===== src/rtl/xbit_pkg.sv =====
// Shared types and helpers for the CB-group bit-operation sequencer.
package xbit_pkg;

  typedef enum logic [2:0] {
    IDLE   = 3'd0,
    REG_EX = 3'd1,
    MEM_RD = 3'd2,
    MEM_EX = 3'd3,
    MEM_WR = 3'd4,
    DONE   = 3'd5
  } xbit_state_e;

  localparam logic [1:0] CLS_ROT = 2'b00;
  localparam logic [1:0] CLS_BIT = 2'b01;
  localparam logic [1:0] CLS_RES = 2'b10;
  localparam logic [1:0] CLS_SET = 2'b11;

  localparam logic [1:0] IDX_NONE = 2'd0;
  localparam logic [1:0] IDX_IX   = 2'd1;
  localparam logic [1:0] IDX_IY   = 2'd2;
  localparam logic [1:0] IDX_RSVD = 2'd3;

  // Register-select code that stands for the (HL)/(IX+d)/(IY+d) operand.
  function automatic int mem_code(input int sel_w);
    return (1 << sel_w) - 2;
  endfunction

  // B, D, H and A sit on the inverted lane of the register file.
  function automatic logic invert_for(input int r);
    return (r == 0) || (r == 2) || (r == 4) || (r == 7);
  endfunction

endpackage


===== src/rtl/xbit_sequencer_if.sv =====
// Op handshake, bus and register-file strobes of the bit-operation sequencer.
interface xbit_sequencer_if #(
  parameter int DATA_W   = 8,
  parameter int NUM_REGS = 8
);
  logic                op_valid;
  logic                op_ready;
  logic [DATA_W-1:0]   opcode;
  logic [1:0]          index_mode;
  logic [DATA_W-1:0]   disp;
  logic                mem_req;
  logic                mem_we;
  logic [1:0]          mem_addr_sel;
  logic [DATA_W-1:0]   mem_disp;
  logic                mem_ack;
  logic [1:0]          alu_class;
  logic [2:0]          alu_sub;
  logic                alu_en;
  logic [NUM_REGS-1:0] reg_write;
  logic [NUM_REGS-1:0] sel_low;
  logic [NUM_REGS-1:0] sel_high;
  logic                invert_in;
  logic                done;
  logic                err_mode;

  modport slave (
    input  op_valid, opcode, index_mode, disp, mem_ack,
    output op_ready, mem_req, mem_we, mem_addr_sel, mem_disp,
           alu_class, alu_sub, alu_en, reg_write, sel_low, sel_high,
           invert_in, done, err_mode
  );

  modport master (
    output op_valid, opcode, index_mode, disp, mem_ack,
    input  op_ready, mem_req, mem_we, mem_addr_sel, mem_disp,
           alu_class, alu_sub, alu_en, reg_write, sel_low, sel_high,
           invert_in, done, err_mode
  );
endinterface


===== src/rtl/xbit_reg_onehot.sv =====
// Register-select field to one-hot strobe vector, gated by an enable.
module xbit_reg_onehot #(
  parameter int SEL_W = 3,
  parameter int N     = 8
) (
  input  logic [SEL_W-1:0] sel_i,
  input  logic             en_i,
  output logic [N-1:0]     onehot_o
);

  always_comb begin
    onehot_o = '0;
    for (int i = 0; i < N; i++) begin
      if (en_i && (sel_i == SEL_W'(i))) onehot_o[i] = 1'b1;
    end
  end

endmodule


===== src/rtl/xbit_sequencer.sv =====
// Multi-cycle sequencer for CB-prefixed rotate/shift, BIT, RES and SET.
// Build option: define XBIT_IDX_COPY_EN for the indexed copy-to-register write.
//
// state  | meaning
// IDLE   | op_ready high, waiting for op_valid
// REG_EX | register operand: ALU strobe plus register lane selects
// MEM_RD | operand read from memory, held until mem_ack
// MEM_EX | ALU strobe on the fetched operand
// MEM_WR | result written back, held until mem_ack
// DONE   | one-cycle completion pulse
module xbit_sequencer
  import xbit_pkg::*;
#(
  parameter int REG_SEL_W = 3,
  parameter int NUM_REGS  = 8,
  parameter int DATA_W    = 8
) (
  input logic         clk,
  input logic         notReset,
  xbit_sequencer_if.slave bus
);

  localparam logic [REG_SEL_W-1:0] MEM_CODE = REG_SEL_W'(mem_code(REG_SEL_W));

  xbit_state_e         state_q;
  logic [DATA_W-1:0]   opc_q;
  logic [1:0]          mode_q;
  logic [DATA_W-1:0]   disp_q;
  logic                op_ready_q;
  logic                mem_req_q;
  logic                mem_we_q;
  logic                alu_en_q;
  logic [NUM_REGS-1:0] reg_write_q;
  logic [NUM_REGS-1:0] sel_low_q;
  logic [NUM_REGS-1:0] sel_high_q;
  logic                invert_q;
  logic                done_q;
  logic                err_q;

  logic                accept_d;
  logic [1:0]          mode_d;
  logic [REG_SEL_W-1:0] r_d;
  logic [1:0]          cls_d;
  logic                is_mem_d;
  logic [NUM_REGS-1:0] onehot_d;

  // Decode from the incoming byte on acceptance, otherwise from the latched one.
  assign accept_d = (state_q == IDLE) && bus.op_valid;
  assign mode_d   = (bus.index_mode == IDX_RSVD) ? IDX_NONE : bus.index_mode;
  assign r_d      = (state_q == IDLE) ? bus.opcode[REG_SEL_W-1:0] : opc_q[REG_SEL_W-1:0];
  assign cls_d    = (state_q == IDLE) ? bus.opcode[7:6] : opc_q[7:6];
  assign is_mem_d = (r_d == MEM_CODE);

  xbit_reg_onehot #(
    .SEL_W (REG_SEL_W),
    .N     (NUM_REGS)
  ) u_onehot (
    .sel_i    (r_d),
    .en_i     (!is_mem_d),
    .onehot_o (onehot_d)
  );

  always_ff @(posedge clk or negedge notReset) begin
    if (!notReset) begin
      state_q     <= IDLE;
      opc_q       <= '0;
      mode_q      <= '0;
      disp_q      <= '0;
      op_ready_q  <= 1'b1;
      mem_req_q   <= 1'b0;
      mem_we_q    <= 1'b0;
      alu_en_q    <= 1'b0;
      reg_write_q <= '0;
      sel_low_q   <= '0;
      sel_high_q  <= '0;
      invert_q    <= 1'b0;
      done_q      <= 1'b0;
      err_q       <= 1'b0;
    end else begin
      alu_en_q    <= 1'b0;
      reg_write_q <= '0;
      sel_low_q   <= '0;
      sel_high_q  <= '0;
      invert_q    <= 1'b0;
      done_q      <= 1'b0;
      err_q       <= 1'b0;
      case (state_q)
        IDLE: begin
          if (accept_d) begin
            opc_q      <= bus.opcode;
            mode_q     <= mode_d;
            disp_q     <= bus.disp;
            err_q      <= (bus.index_mode == IDX_RSVD);
            op_ready_q <= 1'b0;
            if ((mode_d == IDX_NONE) && !is_mem_d) begin
              state_q  <= REG_EX;
              alu_en_q <= 1'b1;
              invert_q <= invert_for(int'(r_d));
              if (cls_d != CLS_BIT) reg_write_q <= onehot_d;
              if (bus.opcode[7]) sel_high_q <= onehot_d;
              else               sel_low_q  <= onehot_d;
            end else begin
              state_q   <= MEM_RD;
              mem_req_q <= 1'b1;
              mem_we_q  <= 1'b0;
            end
          end
        end
        REG_EX: begin
          state_q <= DONE;
          done_q  <= 1'b1;
        end
        MEM_RD: begin
          if (bus.mem_ack) begin
            state_q   <= MEM_EX;
            mem_req_q <= 1'b0;
            alu_en_q  <= 1'b1;
            invert_q  <= invert_for(int'(r_d));
          end
        end
        MEM_EX: begin
          if (cls_d == CLS_BIT) begin
            state_q <= DONE;
            done_q  <= 1'b1;
          end else begin
            state_q   <= MEM_WR;
            mem_req_q <= 1'b1;
            mem_we_q  <= 1'b1;
`ifdef XBIT_IDX_COPY_EN
            if (mode_q != IDX_NONE) reg_write_q <= onehot_d;
`endif
          end
        end
        MEM_WR: begin
          if (bus.mem_ack) begin
            state_q   <= DONE;
            done_q    <= 1'b1;
            mem_req_q <= 1'b0;
            mem_we_q  <= 1'b0;
          end else begin
`ifdef XBIT_IDX_COPY_EN
            // Strobe is registered, so it is held across the whole write and covers the ack cycle.
            if (mode_q != IDX_NONE) reg_write_q <= onehot_d;
`endif
          end
        end
        DONE: begin
          state_q    <= IDLE;
          op_ready_q <= 1'b1;
        end
        default: begin
          state_q    <= IDLE;
          op_ready_q <= 1'b1;
          mem_req_q  <= 1'b0;
          mem_we_q   <= 1'b0;
        end
      endcase
    end
  end

  assign bus.op_ready     = op_ready_q;
  assign bus.mem_req      = mem_req_q;
  assign bus.mem_we       = mem_we_q;
  assign bus.mem_addr_sel = mode_q;
  assign bus.mem_disp     = disp_q;
  assign bus.alu_class    = opc_q[7:6];
  assign bus.alu_sub      = opc_q[5:3];
  assign bus.alu_en       = alu_en_q;
  assign bus.reg_write    = reg_write_q;
  assign bus.sel_low      = sel_low_q;
  assign bus.sel_high     = sel_high_q;
  assign bus.invert_in    = invert_q;
  assign bus.done         = done_q;
  assign bus.err_mode     = err_q;

endmodule


===== src/flat_wrapper.sv =====
// flat-port wrapper written by rule: the top's interface ports become plain ports
module xbit_sequencer_flat import xbit_pkg::*;
#(
  parameter int REG_SEL_W = 3,
  parameter int NUM_REGS  = 8,
  parameter int DATA_W    = 8
)
  (clk, notReset, bus_op_valid, bus_opcode, bus_index_mode, bus_disp, bus_mem_ack, bus_op_ready, bus_mem_req, bus_mem_we, bus_mem_addr_sel, bus_mem_disp, bus_alu_class, bus_alu_sub, bus_alu_en, bus_reg_write, bus_sel_low, bus_sel_high, bus_invert_in, bus_done, bus_err_mode);
  xbit_sequencer_if #(.DATA_W(DATA_W), .NUM_REGS(NUM_REGS)) bus_i ();
  input logic clk;
  input logic notReset;
  input wire logic [$bits(bus_i.op_valid)-1:0] bus_op_valid;
  input wire logic [$bits(bus_i.opcode)-1:0] bus_opcode;
  input wire logic [$bits(bus_i.index_mode)-1:0] bus_index_mode;
  input wire logic [$bits(bus_i.disp)-1:0] bus_disp;
  input wire logic [$bits(bus_i.mem_ack)-1:0] bus_mem_ack;
  output wire logic [$bits(bus_i.op_ready)-1:0] bus_op_ready;
  output wire logic [$bits(bus_i.mem_req)-1:0] bus_mem_req;
  output wire logic [$bits(bus_i.mem_we)-1:0] bus_mem_we;
  output wire logic [$bits(bus_i.mem_addr_sel)-1:0] bus_mem_addr_sel;
  output wire logic [$bits(bus_i.mem_disp)-1:0] bus_mem_disp;
  output wire logic [$bits(bus_i.alu_class)-1:0] bus_alu_class;
  output wire logic [$bits(bus_i.alu_sub)-1:0] bus_alu_sub;
  output wire logic [$bits(bus_i.alu_en)-1:0] bus_alu_en;
  output wire logic [$bits(bus_i.reg_write)-1:0] bus_reg_write;
  output wire logic [$bits(bus_i.sel_low)-1:0] bus_sel_low;
  output wire logic [$bits(bus_i.sel_high)-1:0] bus_sel_high;
  output wire logic [$bits(bus_i.invert_in)-1:0] bus_invert_in;
  output wire logic [$bits(bus_i.done)-1:0] bus_done;
  output wire logic [$bits(bus_i.err_mode)-1:0] bus_err_mode;
  assign bus_i.op_valid = bus_op_valid;
  assign bus_i.opcode = bus_opcode;
  assign bus_i.index_mode = bus_index_mode;
  assign bus_i.disp = bus_disp;
  assign bus_i.mem_ack = bus_mem_ack;
  assign bus_op_ready = bus_i.op_ready;
  assign bus_mem_req = bus_i.mem_req;
  assign bus_mem_we = bus_i.mem_we;
  assign bus_mem_addr_sel = bus_i.mem_addr_sel;
  assign bus_mem_disp = bus_i.mem_disp;
  assign bus_alu_class = bus_i.alu_class;
  assign bus_alu_sub = bus_i.alu_sub;
  assign bus_alu_en = bus_i.alu_en;
  assign bus_reg_write = bus_i.reg_write;
  assign bus_sel_low = bus_i.sel_low;
  assign bus_sel_high = bus_i.sel_high;
  assign bus_invert_in = bus_i.invert_in;
  assign bus_done = bus_i.done;
  assign bus_err_mode = bus_i.err_mode;
  xbit_sequencer #(.REG_SEL_W(REG_SEL_W), .NUM_REGS(NUM_REGS), .DATA_W(DATA_W)) u_core (.clk(clk), .notReset(notReset), .bus(bus_i));
endmodule

===== config.mk =====
export PLATFORM = sky130hd
export DESIGN_NAME = xbit_sequencer_flat
export DESIGN_NICKNAME = d
export VERILOG_FILES = /design/src/rtl/xbit_pkg.sv /design/src/rtl/xbit_sequencer_if.sv /design/src/rtl/xbit_reg_onehot.sv /design/src/rtl/xbit_sequencer.sv /design/src/flat_wrapper.sv
export SDC_FILE = /design/constraint.sdc
export NUM_CORES = 1
export LEC_CHECK = 0
export ABC_AREA = 1
export CAP_MARGIN = 20
export CORE_MARGIN = 2
export CORE_UTILIZATION = 37
export CTS_BUF_LIST = sky130_fd_sc_hd__clkbuf_4
export CTS_CLUSTER_SIZE = 10
export DETAILED_ROUTE_END_ITERATION = 7
export GPL_ROUTABILITY_DRIVEN = 0
export GPL_TIMING_DRIVEN = 0
export PLACE_DENSITY = 0.66
export SLEW_MARGIN = 40
export SYNTH_ARGS = -nofsm -noshare
export SYNTH_HDL_FRONTEND = slang
export SYNTH_SLANG_ARGS = --single-unit
export TNS_END_PERCENT = 20

===== constraint.sdc =====
create_clock -name clk -period 2 [get_ports clk]
set_input_delay 0.3 -clock clk [delete_from_list [all_inputs] [get_ports clk]]
set_output_delay 0.3 -clock clk [all_outputs]
set_load 0.05 [all_outputs]

======== Word-level counts from Yosys, hierarchy flattened ========
Cells that the tools add are included.
cells by class
  eq/ne operators ......................... 24
  bitwise gates (word level) .............. 3
  mux-type cells .......................... 50
  reduce and logical (&&, ||, !) cells .... 26
operators with widths
  operator                                                                number
  8-bit two-way mux                                                       12
  3-bit equality test (second input constant)                             8
  1-bit two-way mux                                                       24
  3-bit case mux with 5 select lines                                      1
  3-bit by 2-bit equality test with 1-bit output (second input constant)  4
  3-bit two-way mux                                                       4
  5-bit AND reduction                                                     2
  3-bit by 1-bit equality test with 1-bit output (second input constant)  3
  1-bit logical AND                                                       9
  3-bit zero test                                                         3
  2-bit != test (second input constant)                                   4
  1-bit case mux with 4 select lines                                      2
  2-bit two-way mux                                                       3
  2-bit by 1-bit != test with 1-bit output (second input constant)        3
  1-bit case mux with 2 select lines                                      3
  2-bit AND reduction                                                     2
  2-bit OR reduction                                                      2
  4-bit OR reduction                                                      1
  1-bit logical OR                                                        3
  1-bit NOT                                                               3
  1-bit case mux with 3 select lines                                      1
  3-bit AND reduction                                                     1
  3-bit OR reduction                                                      1
  2-bit by 1-bit equality test with 1-bit output (second input constant)  1
  3 further kinds                                                         3
storage, ports and cells
  output and inout port bits .............. 46
  register bits after elaboration ......... 52

======== Depth between registers and ports, before layout ========
  depth after elaboration ................. 10
  depth in mapped cells ................... 10
  depth with buffers taken out ............ 10

======== Hierarchy ========
A second synthesis with hierarchy kept.
second synthesis, totals
  cell total of the unflattened synthesis .. 244
  area total of the unflattened synthesis .. 2248.4 sq um
by module, submodules not included
  module           instances  area an instance (sq um)  cells an instance
  xbit_sequencer   1          2184.6                    227
  xbit_reg_onehot  1          63.8                      17

======== Worst setup path before layout ========
No wires, ideal clock.
  path type ............................... register to register
  from .................................... register u_core.state_q[1]
  to ...................................... register u_core.reg_write_q[0], in the netlist u_core.bus.reg_write[0]
  clock period less this slack ............ 1375 ps
  slack ................................... 625 ps
  data required time ...................... 1930 ps
  stages on the path, launching flop included .. 10
  setup time .............................. 70 ps
  buffers on the path ..................... 0
  arrival time ............................ 1305 ps
  cells stage by stage .................... dfrtp_1 -> nor2_4 -> nand2_2 -> nand2_1 -> nand2_2 -> nand3_2 -> nand2_4 -> nor2_8 -> nand3_4 -> nor2_2
on the way
  cells in the longest elaborated chain, start to end .. 10
  elaborated cells on any way between the ends .. 15
  those cells by class .................... eq/ne (2); mux (7); reduce/logical (6)
RTL lines
  element                 RTL line                                    text
  start, declared         xbit_sequencer.sv:25                        xbit_state_e state_q;
  start signal, assigned  xbit_sequencer.sv:65                        state_q <= IDLE;
  start signal, assigned  xbit_sequencer.sv:96                        state_q <= REG_EX;
  start signal, assigned  xbit_sequencer.sv:103                       state_q <= MEM_RD;
  3-bit zero test (*)     --
  3-bit two-way mux       xbit_sequencer.sv:50                        assign r_d = (state_q == IDLE) ? bus.opcode[REG_SEL_W-1:0] : opc_q[REG_SEL_W-1:0];
  3-bit equality test     xbit_sequencer.sv:52                        assign is_mem_d = (r_d == MEM_CODE);
  1-bit zero test         xbit_sequencer.sv:59, xbit_sequencer.sv:95
  1-bit logical AND       xbit_reg_onehot.sv:14                       if (en_i && (sel_i == SEL_W'(i))) onehot_o[i] = 1'b1;
  1-bit two-way mux       xbit_reg_onehot.sv:14
  8-bit two-way mux       xbit_sequencer.sv:99                        if (cls_d != CLS_BIT) reg_write_q <= onehot_d;
  8-bit two-way mux       xbit_sequencer.sv:95                        if ((mode_d == IDX_NONE) && !is_mem_d) begin
  8-bit two-way mux       xbit_sequencer.sv:89                        if (accept_d) begin
  8-bit two-way mux (*)   xbit_sequencer.sv:87                        case (state_q)
  end signal, assigned    xbit_sequencer.sv:99
  end, declared           xbit_sequencer.sv:33                        logic [NUM_REGS-1:0] reg_write_q;
Every way passes the cells marked *; elsewhere a longest branch is shown, timed or not.
A chain may end at the register's enable or synchronous reset.

======== Final worst setup path ========
  from .................................... register u_core.opc_q[3]
  to ...................................... output bus_alu_sub[0]
RTL lines
  element                 RTL line              text
  start, declared         xbit_sequencer.sv:26  logic [DATA_W-1:0] opc_q;
  start signal, assigned  xbit_sequencer.sv:90  opc_q <= bus.opcode;
  end, declared           flat_wrapper.sv:23    output wire logic [$bits(bus_i.alu_sub)-1:0] bus_alu_sub;
No word-level cell between the ends.

==> results.tsv <==
metric	value	unit
outcome	completed	
die width	79.6	um
DRC	0	
unrepaired setup endpoints after global routing	no	
worst flop-to-flop path endpoint	u_core.opc_q[6]	
proportion of synthesized area in mux cells	0	
critical path class	flop to output pin	
clk_skew	0.00853	ns
GRT Total Usage	0.145	
RR Startpoint	u_core.state_q[1]	
Core ar.	5510	um^2
worst rel slew slack	0.649	
leakage	1.52	nW
vias in the first global route	1505	
Routed WL	4200	um
first-pass GRT wire length	7040	um
largest family of logic cells by synthesized area	simple AND/OR/NAND/NOR gates	
pin count of the biggest net entering global routing	39	
Arr. time, crit path	1.62	ns
Via density	4.35	
Ys Warns	0	
number of flops mapped to enable cells by yosys	0	
part of the Yosys area used for sequential elements	0.581	
Worst-Margin Slew	0.526	ns
worst hold slack	0.313	ns
Synth area leader	dfrtp_1	
max-cap viol count	0	
share of cells above drive strength 1	0.132	
Yosys reg bits	49	
complex-gate fraction of the synthesized area	0.0166	
final slew viol count	0	
worst-path maximum fanout	2	
syn_area_per_cell	9.03	um^2
Wirelength per Cell	11.0	um
final cycle utilization of the critical path	0.958	
Synth area leaders	dfrtp_1 57%, nand2_1 14%, nor2_1 3.9%	
CTS root buf	clkbuf_4	
placed cells	373	
Worst EP required	1.70	ns
DR pass1 iterations	4	
area added between synthesis and finish	41.1	%
First DRT Iteration DRCs	35	
CTS tree	built	
CTS H-tree depth	2	
final instance area	2980	um^2
CP Launch Point	u_core.opc_q[3]	
Adder-Cell Fraction of Synth Area	0.0178	
DR vias	1660	
Pwr Total	4.51	mW
final hold violation count	0	
most frequent cells after synthesis	80 x nand2_1, 48 x dfrtp_1, 22 x nor2_1, 20 x inv_1, 16 x nand3_1	
f_max	0.522	GHz
maximum vdd drop	0.000659	V
n_diodes	0	
Die Span Y	79.6	um
TritonCTS buffer count	5	
Nets	334	
Reg2Reg Depth	7	
r2r setup slk	0.40	ns
Final ANT Viol Nets	0	
post-placement cell area	2870	um^2
Worst Hold Class	input pin to asynchronous set/reset pin	
die area	6330	um^2
Bufs on Longest Clock Path	2	
count of different cell masters after synthesis	25	
Clk pin slew, worst setup/hold paths	0.14	ns
I/O pin count	68	
Initial Utilization	0.384	
area share of the largest cell type after synthesis	0.569	
min cycle time layout	1.92	ns
Post-Synth XOR/XNOR Area	0	
IO Port Bufs	64	
fin cells	382	
crit end category	output pin	
commonest register cell after synthesis	dfrtp_1	
final setup margin	0.0844	ns
Syn Inst Count	234	
Synth async-reset ratio	1.00	
endpoints failing setup	0	
most frequent cell after synthesis	nand2_1	
PwrDens	1520	nW/um^2
postcts setup bufs	0	
worst-skew pair later-pin latency	0.36	ns
grt total ovfl	0	
Mapped Area	2110	um^2
post-synthesis simple-gate area fraction	0.306	
startpoint class of the critical path	flop	
Setup WS pre-CTS	0.237	ns
initial antenna violation count	0	
CTS Sinks	49	
site row count	27	
DP HPWL	3230	um
[layer usage]
layer	track usage	vias to the layer above	wire, um
met4	0.0621	0	58
met2	0.237	55	1990
met5	0	-	0
met1	0.187	747	1930
met3	0.0294	6	224
li1	-	852	-
[layout make-up]
class | instances | area (um^2)
plain buffers | 12 | 80.1
multi-input cells | 153 | 729
inverters | 22 | 82.6
repair buffers | 66 | 667
fillers | 523 | 2530
well taps | 72 | 90.1
clock buffers | 5 | 37.5
flip-flops and latches | 49 | 1230
clock inverters | 3 | 65.1
[state kept, by name, indices dropped and copies added, names as in the netlist]
signal / count
u_core.bus.invert_in: 1
u_core.bus.sel_low: 7
u_core.bus.alu_en: 1
u_core.bus.op_ready: 1
u_core.bus.mem_addr_sel: 2
u_core.bus.err_mode: 1
u_core.opc_q: 8
u_core.bus.reg_write: 7
u_core.bus.sel_high: 7
u_core.bus.done: 1
u_core.bus.mem_disp: 8
u_core.bus.mem_we: 1
u_core.state_q: 3
u_core.bus.mem_req: 1
[stage by stage]
step | TNS (ns) | utilization
after global routing | 0 | 0.541
after floorplan | 0 | -
final | 0 | 0.541
after detailed placement | 0 | 0.521
after CTS | 0 | 0.541
after global placement | -34.73 | 0.518
[where the power goes]
group          switching [mW]  leakage, nW  internal [mW]
Sequential              0.148        0.646           1.26
Combinational            1.63        0.814          0.778
Clock                   0.306       0.0552          0.387
[how the worst max path moves through the flow]
| stage | end | cells after the start |
|---|---|---|
| after floorplan | u_core.bus.reg_write[0] | 9 |
| after global placement | u_core.state_q[2] | 1 |
| after global routing | bus_alu_sub[1] | 2 |
| after detailed placement | u_core.bus.sel_high[2] | 7 |
| final | bus_alu_sub[0] | 2 |
| after CTS | bus_alu_class[0] | 2 |
[worst max-delay path, cell delays in order, from the launching register on]
cell and delay [ns]:
dfrtp_1 0.37, buf_4 0.10, clkdlybuf4s50_1 0.79
[cell families (layout without fill, tap and decap cells)]
kind of cell,count (synthesis),in the layout
adders and majority gates,3,3
DFF,49,49
and+or+nand+nor,141,141
buffers and inverters,34,108
AOI/OAI and AO/OA,6,6
other,1,3
[cell usage in the layout, fill, tap and decap left out]
cell type / netlist / routed
a21boi_1: 1 / 1
buf_12: 0 / 1
buf_2: 1 / 1
buf_4: 9 / 11
bufinv_16: 0 / 2
clkbuf_1: 2 / 2
clkbuf_4: 0 / 5
clkdlybuf4s50_1: 0 / 60
clkinv_2: 0 / 1
conb_1: 1 / 3
dfrtp_1: 48 / 48
dfstp_2: 1 / 1
dlygate4sd2_1: 0 / 1
dlygate4sd3_1: 0 / 1
dlymetal6s2s_1: 0 / 1
ha_1: 3 / 3
inv_1: 20 / 20
inv_2: 2 / 2
nand2_1: 80 / 80
nand2_2: 6 / 6
nand2_4: 1 / 1
nand3_1: 16 / 16
nand3_2: 1 / 1
nand3_4: 1 / 1
nand3b_1: 2 / 2
nand4_1: 2 / 2
nor2_1: 22 / 22
nor2_2: 6 / 6
nor2_4: 1 / 1
nor2_8: 1 / 1
nor3_1: 2 / 2
o211ai_1: 1 / 1
o21ai_0: 4 / 4
[repair_timing]
item | in CTS | in global routing
gates cloned | 0 | 0
hold endpoints to repair | 11 | 0
hold buffers | 1 | 0
gates resized for setup | 1 | 2
setup endpoints to repair | 1 | 2
Power figures use the tool's default switching activity.
